--- src/rtl/tc_shared_mult_arbiter_if.sv ---
// Handshake and result bus of the shared multiplier arbiter.
//   ce        : clock enable; 0 freezes arbiter and pipeline
//   req_valid : per-requester operand-pending flags
//   req_ready : one-hot grant; accept = req_valid[i] & req_ready[i]
//   req_a/b   : packed signed operands, slice i = [i*W +: W]
//   rsp_valid : result valid (no backpressure)
//   rsp_id    : requester index of the result
//   rsp_p     : signed product, low P_W bits
//   busy      : any operation in flight
// slave is the arbiter side, master is the requester/consumer side.
interface tc_shared_mult_arbiter_if #(
  parameter int unsigned NUM_REQ = 4,
  parameter int unsigned A_W     = 18,
  parameter int unsigned B_W     = 18,
  parameter int unsigned P_W     = 33,
  parameter int unsigned ID_W    = 2
);
  logic                   ce;
  logic [NUM_REQ-1:0]     req_valid;
  logic [NUM_REQ-1:0]     req_ready;
  logic [NUM_REQ*A_W-1:0] req_a;
  logic [NUM_REQ*B_W-1:0] req_b;
  logic                   rsp_valid;
  logic [ID_W-1:0]        rsp_id;
  logic [P_W-1:0]         rsp_p;
  logic                   busy;

  modport slave (
    input  ce, req_valid, req_a, req_b,
    output req_ready, rsp_valid, rsp_id, rsp_p, busy
  );

  modport master (
    output ce, req_valid, req_a, req_b,
    input  req_ready, rsp_valid, rsp_id, rsp_p, busy
  );
endinterface

--- src/rtl/tc_shared_mult_arbiter.sv ---
// Shares one signed A_W x B_W multiplier among NUM_REQ requesters.
// Round-robin grant, fully pipelined (one op per cycle), each result tagged with the
// index of the requester that issued it. Results appear LATENCY cycles after accept.
// Ports:
//   ap_clk : clock, rising edge
//   ap_rst : asynchronous active-high reset
//   bus    : tc_shared_mult_arbiter_if.slave (ce, request handshake, result, busy)
module tc_shared_mult_arbiter #(
  parameter int unsigned NUM_REQ = 4,
  parameter int unsigned A_W     = 18,
  parameter int unsigned B_W     = 18,
  parameter int unsigned P_W     = 33,
  parameter int unsigned LATENCY = 2,
  parameter int unsigned ID_W    = 2
) (
  input  logic                   ap_clk,
  input  logic                   ap_rst,
  tc_shared_mult_arbiter_if.slave bus
);

  logic [ID_W-1:0]    r_ptr;
  logic [ID_W-1:0]    w_ptr_nxt;
  logic [NUM_REQ-1:0] w_grant;
  logic [NUM_REQ-1:0] w_ready;
  logic [ID_W-1:0]    w_win;
  logic               w_any;
  logic               w_accept;
  logic [A_W-1:0]     w_a;
  logic [B_W-1:0]     w_b;

  logic [LATENCY-1:0] r_vld;
  logic [ID_W-1:0]    r_id [LATENCY];
  logic [P_W-1:0]     w_rsp_p;

  // Round-robin search starting at r_ptr; first pending requester wins.
  always_comb begin : arb
    logic [ID_W:0] sum;
    sum     = '0;
    w_any   = 1'b0;
    w_win   = '0;
    w_grant = '0;
    for (int unsigned k = 0; k < NUM_REQ; k++) begin
      sum = {1'b0, r_ptr} + (ID_W+1)'(k);
      if (sum >= (ID_W+1)'(NUM_REQ)) sum = sum - (ID_W+1)'(NUM_REQ);
      if (!w_any && bus.req_valid[sum[ID_W-1:0]]) begin
        w_any = 1'b1;
        w_win = sum[ID_W-1:0];
      end
    end
    if (w_any) w_grant[w_win] = 1'b1;
  end

  assign w_ready  = (bus.ce && !ap_rst) ? w_grant : '0;
  assign w_accept = |(bus.req_valid & w_ready);

  assign w_ptr_nxt = (w_win == ID_W'(NUM_REQ - 1)) ? '0 : w_win + ID_W'(1);

  // Winner operand mux.
  always_comb begin
    w_a = '0;
    w_b = '0;
    for (int unsigned k = 0; k < NUM_REQ; k++) begin
      if (w_win == ID_W'(k)) begin
        w_a = bus.req_a[k*A_W +: A_W];
        w_b = bus.req_b[k*B_W +: B_W];
      end
    end
  end

  // Pointer, valid and id pipeline. Id registers load only behind a valid so bubbles
  // leave the previous result id on the output.
  always_ff @(posedge ap_clk or posedge ap_rst) begin
    if (ap_rst) begin
      r_ptr <= '0;
      r_vld <= '0;
      for (int unsigned k = 0; k < LATENCY; k++) r_id[k] <= '0;
    end else if (bus.ce) begin
      if (w_accept) begin
        r_ptr   <= w_ptr_nxt;
        r_id[0] <= w_win;
      end
      r_vld[0] <= w_accept;
      for (int unsigned k = 1; k < LATENCY; k++) begin
        r_vld[k] <= r_vld[k-1];
        if (r_vld[k-1]) r_id[k] <= r_id[k-1];
      end
    end
  end

  // Operands are sign-extended to P_W before multiplying: the low P_W bits of the
  // extended product equal the low P_W bits of the full signed product.
  if (LATENCY == 1) begin : g_lat1
    logic [P_W-1:0] w_ax;
    logic [P_W-1:0] w_bx;
    logic [P_W-1:0] w_prod;
    logic [P_W-1:0] r_p;

    assign w_ax   = {{(P_W-A_W){w_a[A_W-1]}}, w_a};
    assign w_bx   = {{(P_W-B_W){w_b[B_W-1]}}, w_b};
    assign w_prod = w_ax * w_bx;

    always_ff @(posedge ap_clk or posedge ap_rst) begin
      if (ap_rst) begin
        r_p <= '0;
      end else if (bus.ce && w_accept) begin
        r_p <= w_prod;
      end
    end

    assign w_rsp_p = r_p;
  end else begin : g_latn
    logic [A_W-1:0] r_a;
    logic [B_W-1:0] r_b;
    logic [P_W-1:0] w_ax;
    logic [P_W-1:0] w_bx;
    logic [P_W-1:0] w_prod;
    logic [P_W-1:0] r_p [LATENCY-1];

    assign w_ax   = {{(P_W-A_W){r_a[A_W-1]}}, r_a};
    assign w_bx   = {{(P_W-B_W){r_b[B_W-1]}}, r_b};
    assign w_prod = w_ax * w_bx;

    always_ff @(posedge ap_clk or posedge ap_rst) begin
      if (ap_rst) begin
        r_a <= '0;
        r_b <= '0;
        for (int unsigned k = 0; k < LATENCY - 1; k++) r_p[k] <= '0;
      end else if (bus.ce) begin
        if (w_accept) begin
          r_a <= w_a;
          r_b <= w_b;
        end
        if (r_vld[0]) r_p[0] <= w_prod;
        for (int unsigned k = 1; k < LATENCY - 1; k++) begin
          if (r_vld[k]) r_p[k] <= r_p[k-1];
        end
      end
    end

    assign w_rsp_p = r_p[LATENCY-2];
  end

  assign bus.req_ready = w_ready;
  assign bus.rsp_valid = r_vld[LATENCY-1];
  assign bus.rsp_id    = r_id[LATENCY-1];
  assign bus.rsp_p     = w_rsp_p;
  assign bus.busy      = |r_vld;

endmodule

--- src/flat_wrapper.sv ---
// flat-port wrapper written by rule: the top's interface ports become plain ports
module tc_shared_mult_arbiter_flat 
#(
  parameter int unsigned NUM_REQ = 4,
  parameter int unsigned A_W     = 18,
  parameter int unsigned B_W     = 18,
  parameter int unsigned P_W     = 33,
  parameter int unsigned LATENCY = 2,
  parameter int unsigned ID_W    = 2
)
  (ap_clk, ap_rst, bus_ce, bus_req_valid, bus_req_a, bus_req_b, bus_req_ready, bus_rsp_valid, bus_rsp_id, bus_rsp_p, bus_busy);
  tc_shared_mult_arbiter_if #(.NUM_REQ(NUM_REQ), .A_W(A_W), .B_W(B_W), .P_W(P_W), .ID_W(ID_W)) bus_i ();
  input  logic ap_clk;
  input  logic ap_rst;
  input wire logic [$bits(bus_i.ce)-1:0] bus_ce;
  input wire logic [$bits(bus_i.req_valid)-1:0] bus_req_valid;
  input wire logic [$bits(bus_i.req_a)-1:0] bus_req_a;
  input wire logic [$bits(bus_i.req_b)-1:0] bus_req_b;
  output wire logic [$bits(bus_i.req_ready)-1:0] bus_req_ready;
  output wire logic [$bits(bus_i.rsp_valid)-1:0] bus_rsp_valid;
  output wire logic [$bits(bus_i.rsp_id)-1:0] bus_rsp_id;
  output wire logic [$bits(bus_i.rsp_p)-1:0] bus_rsp_p;
  output wire logic [$bits(bus_i.busy)-1:0] bus_busy;
  assign bus_i.ce = bus_ce;
  assign bus_i.req_valid = bus_req_valid;
  assign bus_i.req_a = bus_req_a;
  assign bus_i.req_b = bus_req_b;
  assign bus_req_ready = bus_i.req_ready;
  assign bus_rsp_valid = bus_i.rsp_valid;
  assign bus_rsp_id = bus_i.rsp_id;
  assign bus_rsp_p = bus_i.rsp_p;
  assign bus_busy = bus_i.busy;
  tc_shared_mult_arbiter #(.NUM_REQ(NUM_REQ), .A_W(A_W), .B_W(B_W), .P_W(P_W), .LATENCY(LATENCY), .ID_W(ID_W)) u_core (.ap_clk(ap_clk), .ap_rst(ap_rst), .bus(bus_i));
endmodule
--- config.mk ---
export PLATFORM = sky130hd
export DESIGN_NAME = tc_shared_mult_arbiter_flat
export DESIGN_NICKNAME = d
export VERILOG_FILES = /design/src/rtl/tc_shared_mult_arbiter_if.sv /design/src/rtl/tc_shared_mult_arbiter.sv /design/src/flat_wrapper.sv
export SDC_FILE = /design/constraint.sdc
export NUM_CORES = 1
export LEC_CHECK = 0
export ABC_AREA = 1
export CORE_AREA = 2 2 170 255
export DETAILED_ROUTE_END_ITERATION = 10
export DIE_AREA = 0 0 172 257
export GPL_ROUTABILITY_DRIVEN = 1
export SKIP_LAST_GASP = 1
export SLEW_MARGIN = 10
export SYNTH_ARGS = -nofsm -noshare
export SYNTH_HDL_FRONTEND = slang
export SYNTH_SLANG_ARGS = --single-unit
--- constraint.sdc ---
create_clock -name ap_clk -period 12.91 [get_ports ap_clk]
set_clock_uncertainty 0.05 [all_clocks]
set_input_delay 2.582 -clock ap_clk [delete_from_list [all_inputs] [get_ports ap_clk]]
set_output_delay 2.582 -clock ap_clk [all_outputs]
set_load 0.02 [all_outputs]
Word-level counts from Yosys, hierarchy flattened

Cells that the tools add are included.

Register bits after elaboration: 77
Word-level logic and storage cells: 77
Output and inout port bits: 41

Eq/ne operators: 3
Reductions and logical operators: 14
Order comparisons: 10
Muxes and demuxes: 33
$add $sub $neg: 8
Multiply operators: 1
Bitwise gates (word level): 1

Operator list:

| operator                                                                             | number |
|---|---|
| 18-bit 2-to-1 mux                                                                    | 8 |
| 18-bit by 18-bit multiplier with 33-bit output                                       | 1 |
| 2-bit 2-to-1 mux                                                                     | 9 |
| 2-bit by 3-bit less-than comparator with 1-bit output (second input constant)        | 5 |
| 3-bit greater-or-equal comparator (second input constant)                            | 3 |
| 1-bit 2-to-1 mux                                                                     | 9 |
| 1-bit binary-select mux with 2-bit select                                            | 4 |
| 4-bit 2-to-1 mux                                                                     | 2 |
| 2-bit by 1-bit subtractor with 2-bit output (second input constant)                  | 4 |
| 2-bit by 2-bit adder with 3-bit output (second input constant)                       | 2 |
| 1-bit logical AND                                                                    | 5 |
| 4-bit AND                                                                            | 1 |
| 2-bit == test (second input constant)                                                | 2 |
| 1-bit zero test                                                                      | 4 |
| 2-bit AND reduction                                                                  | 2 |
| 4-bit OR reduction                                                                   | 1 |
| 2-bit by 1-bit adder with 3-bit output (second input constant)                       | 1 |
| 2-bit by 3-bit greater-or-equal comparator with 1-bit output (second input constant) | 1 |
| 2-bit by 1-bit adder with 2-bit output (second input constant)                       | 1 |
| 1-bit demux with 2-bit select                                                        | 1 |
| 2-bit by 1-bit == test with 1-bit output (second input constant)                     | 1 |
| 2-bit by 1-bit greater-or-equal comparator with 1-bit output (second input constant) | 1 |
| 2-bit zero test                                                                      | 1 |
| 2-bit OR reduction                                                                   | 1 |

Logic depth before layout (Yosys ltp)

Depth after elaboration: 23
Mapped depth: 29

Least setup slack after synthesis

Ideal clock, no wire load.

Path type: input-to-output
Start point: in ap_rst
End point: out bus_req_ready[0]
Buffers on the path: 0
Required time: 10.278 ns
Path slack: 5.369 ns
Arrival: 4.909 ns
Cell stages on the path: 5
Cells stage by stage: inv_1 -> nand2_1 -> nor2_1 -> nand2_1 -> inv_1

Word-level cells in the longest chain between the ends: 3

Ends and longest elaborated chain:

| what              | RTL line                     | RTL |
|---|---|---|
| from (decl)       | flat_wrapper.sv:14           | `input logic ap_rst;` |
| 1-bit zero test   | tc_shared_mult_arbiter.sv:53 | `assign w_ready = (bus.ce && !ap_rst) ? w_grant : '0;` |
| 1-bit logical AND | tc_shared_mult_arbiter.sv:53 |  |
| 4-bit 2-to-1 mux  | tc_shared_mult_arbiter.sv:53 |  |
| to (decl)         | flat_wrapper.sv:19           | `output wire logic [$bits(bus_i.req_ready)-1:0] bus_req_ready;` |

No other way between the ends.

Worst setup path after layout

Start point: in bus_req_valid[0]
End point: out bus_req_ready[2]

Word-level cells in the longest chain between the ends: 18
Elaborated cells between the ends (all ways): 29
Classes of those cells: 2 x order compare; 20 x mux; 7 x reduce/logical

Ends and longest elaborated chain:

| what                                                                                                                                                        | RTL line                     | RTL |
|---|---|---|
| from (decl)                                                                                                                                                 | flat_wrapper.sv:16           | `input wire logic [$bits(bus_i.req_valid)-1:0] bus_req_valid;` |
| 1-bit binary-select mux with 2-bit select                                                                                                                   | tc_shared_mult_arbiter.sv:45 | `if (!w_any && bus.req_valid[sum[ID_W-1:0]]) begin` |
| 1-bit 2-to-1 mux (implied by the code)                                                                                                                      | tc_shared_mult_arbiter.sv:45 |  |
| 1-bit 2-to-1 mux                                                                                                                                            | tc_shared_mult_arbiter.sv:45 |  |
| 1-bit zero test                                                                                                                                             | tc_shared_mult_arbiter.sv:45 |  |
| 1-bit logical AND                                                                                                                                           | tc_shared_mult_arbiter.sv:45 |  |
| 1-bit 2-to-1 mux                                                                                                                                            | tc_shared_mult_arbiter.sv:45 |  |
| 1-bit zero test                                                                                                                                             | tc_shared_mult_arbiter.sv:45 |  |
| 1-bit logical AND                                                                                                                                           | tc_shared_mult_arbiter.sv:45 |  |
| [... 3 more ...]                                                                                                                                            | n/a                          |  |
| 2-bit 2-to-1 mux (*)                                                                                                                                        | tc_shared_mult_arbiter.sv:45 |  |
| net u_core.w_win[1]                                                                                                                                         | tc_shared_mult_arbiter.sv:25 | `logic [ID_W-1:0] w_win;` |
| 2-bit by 3-bit less-than comparator with 1-bit output (implied by the code) or 2-bit by 1-bit greater-or-equal comparator with 1-bit output (tied branches) | tc_shared_mult_arbiter.sv:50 | `if (w_any) w_grant[w_win] = 1'b1;` |
| 1-bit logical AND (implied by the code)                                                                                                                     | tc_shared_mult_arbiter.sv:50 |  |
| 1-bit 2-to-1 mux (implied by the code)                                                                                                                      | tc_shared_mult_arbiter.sv:50 |  |
| 1-bit demux with 2-bit select (*)                                                                                                                           | n/a                          |  |
| 4-bit 2-to-1 mux (*)                                                                                                                                        | tc_shared_mult_arbiter.sv:50 |  |
| 4-bit 2-to-1 mux (*)                                                                                                                                        | tc_shared_mult_arbiter.sv:53 |  |

The timed path passes the listed nets; every way through them passes the cells marked *. The select of a mux whose other input is x is not followed.

==> flow_summary.ini <==
[worst_setup_path]
path_cells = clkdlybuf4s50_1, inv_1, nand2_1, o21ai_0, o21ai_1, inv_1, nor2_1, a21boi_0, o211ai_1, ha_2, clkinv_1, nor2_1, nand2_1, inv_1, clkdlybuf4s50_1
max_stage_delay_ns = 0.93
crit_start = bus_req_valid[0]
end_kind = primary output
path_common_cell = inv_1
worstReg2RegStart = u_core.g_latn.r_b[0]
cp_max_fo = 37
cp.arrival_ns = 6.91
path_class = in2out
cp-start-kind = input port
slowest_stage = clkinv_1
required_ns = 10.28

[global_routing]
first_global_vias = 15600
grt-ovfl-total = 0
grt_pass1_wl_mm = 77.5
antenna_found_initial = 0
grt_use_total = 0.224
grt_max_degree = 75

[route]
wl_mm = 46.6
via_per_inst = 4.82
num_vias = 14200
dr.first_iter.drc_count = 695
postRouteAntennaNets = 0
drc = 0
post_drt_wl_per_cell_um = 15.8
drtPass1Iterations = 5

[floorplan]
coreArea_sq_um = 41900
start_util = 0.396
rows = 92
io_pins = 192
die_h_um = 257
die_area_sq_um = 44200
die_w_um = 172

[min_path]
hp-class = reg2reg
hold_start = u_core.bus.rsp_p[2]

[timing]
tightest_slew_ns = 1.07
max_freq_ghz = 0.105
tns_ns = 0
maxSlewViolCount = 0
setup_viol = 0
finalHoldViolCount = 0
rsz0062_at_grt = no
relSlewSlack = 0.285
fin_crit_ns = 9.54
finalCritPeriodShare = 0.739

[logic_synthesis]
synth_nets = 2827
synth_cell_types = 33
netlist_area_sq_um = 16600
ys_warn_count = 0
yosysSeqAreaShare = 0.116
syn_avg_cell_area_sq_um = 7.29
netlist_top_cells_area = fa_1 (37%), nand2_1 (16%), inv_1 (13%)
synth_top_area_frac = 0.369
synth-seq-cells = 77
syn-instance-count = 2277
synth_area_leader_cell = fa_1

[clocking]
post_cts_buffers = 0
insertion_delay_ns = 0.38
path_clk_slew_ns = 0.07
cts_sinks = 77
cts_resized = 0
hold_buffers = 0
cts_buffers = 9
htree_levels = 3
clk_path_buf_depth = 2
cts_tree = built
cts_root_buf = clkbuf_16

[place]
portBuffers = 191
post_dp_cell_area_sq_um = 18800
dpl.cell_count = 2926
gp_congestion = 0.914
hpwl_mm = 38.7

[finish]
syn_to_final_growth_pct = 15.2
drive_gt1_frac = 0.0227
antenna_cells = 0
final_area_sq_um = 19100
fin_util = 0.457
nets = 2923
final_cells = 2942

[outcome]
status = completed

[run]
cap_violations = 0
[state kept, by name, summed over array words and instances, names as in the netlist]
signal	cells
u_core.r_id	2
u_core.g_latn.r_a	18
u_core.bus.rsp_id	2
u_core.bus.rsp_p	33
u_core.g_latn.r_b	18
u_core.r_ptr	2
u_core.r_vld	2
[cells in the mapped netlist]
master and number:
nand2_1 691, inv_1 595, fa_1 306, o21ai_0 104, ha_1 93, clkbuf_1 78
nand3_1 78, dfrtp_1 77, a21oi_1 71, nor2_1 62, buf_1 26, or2_2 14
nand4_1 11, xnor2_1 9, a31oi_1 8, buf_4 8, nand3b_1 6, o21ai_1 5
o21bai_1 5, xor2_1 5, inv_2 4, nor3_1 4, nand2_2 3, a21boi_0 2
buf_2 2, nor2_4 2, o211ai_1 2, a21o_1 1, buf_6 1, clkinv_1 1
nand3_4 1, o31ai_1 1, xor2_2 1
[stage by stage]
step | hold WS, ns | setup slack, ns
6_report | 0.425 | 3.37
5_1_grt | 0.447 | 2.87
4_1_cts | 0.434 | 2.83
3_5_place_dp | 0.415 | 2.85
3_3_place_gp | 0.411 | 2.95
2_1_floorplan | 0.392 | 5.37
[critical path: cells and delay by family]
kind                       cells  cell delay (ns)
adders and majority gates      1             0.71
buffers and inverters          6             2.25
AOI/OAI and AO/OA              4             0.74
and+or+nand+nor                4             0.62
[layout make-up]
type | instances | area, sq um
flip-flops and latches | 77 | 1930
fillers | 4365 | 22800
inverters | 600 | 2250
well taps | 564 | 706
clock inverters | 7 | 73.8
clock buffers | 9 | 225
multi-input cells | 1485 | 12000
repair buffers | 200 | 1980
[metal layers]
metal	track usage	up-vias	routed length, um
met4	0.0901	0	1740
met5	0	-	0
met2	0.427	407	25200
met1	0.248	6909	17700
met3	0.0271	100	1990
li1	-	6754	-
[cells by family after synthesis]
| family | count (synthesis) | share of synthesized area |
|---|---|---|
| xor gates and xnor gates | 15 | 0.00836 |
| DFF | 77 | 0.116 |
| and+or+nand+nor | 872 | 0.211 |
| adders and majority gates | 399 | 0.439 |
| buffers and inverters | 715 | 0.164 |
| AOI/OAI and AO/OA | 199 | 0.0622 |
[worst paths after layout]
check,endpoint,slack (ns),cells past startpoint
setup / recovery,bus_req_ready[2],3.37,15
setup reg to reg,u_core.bus.rsp_p[31],6.02,22
min in group asynchronous,u_core.bus.rsp_p[3],2.59,2
hold / removal,u_core.bus.rsp_p[2],0.43,2
max in group asynchronous,u_core.g_latn.r_a[9],9.23,3
hold reg to reg,u_core.bus.rsp_p[2],0.43,2
[cells in the final DEF (no fill, tap or decap), types with 3 or more instances in the layout]
cell,instances
ha_2,3
o21ai_0,104
fa_1,306
or2_2,14
nand2_1,691
xor2_1,5
clkdlybuf4s50_1,191
a31oi_1,8
nor2_1,62
clkbuf_16,9
inv_2,4
o21bai_1,5
nor3_1,4
buf_4,9
nand2_2,3
o21ai_1,5
inv_6,4
ha_1,90
nand3_1,78
dfrtp_1,77
inv_1,594
xnor2_1,9
a21oi_1,71
nand4_1,11
nand3b_1,6
Power is left out: the tool's default activity adds up to more than one toggle a clock period on the data nets, which glitch-free logic cannot reach.
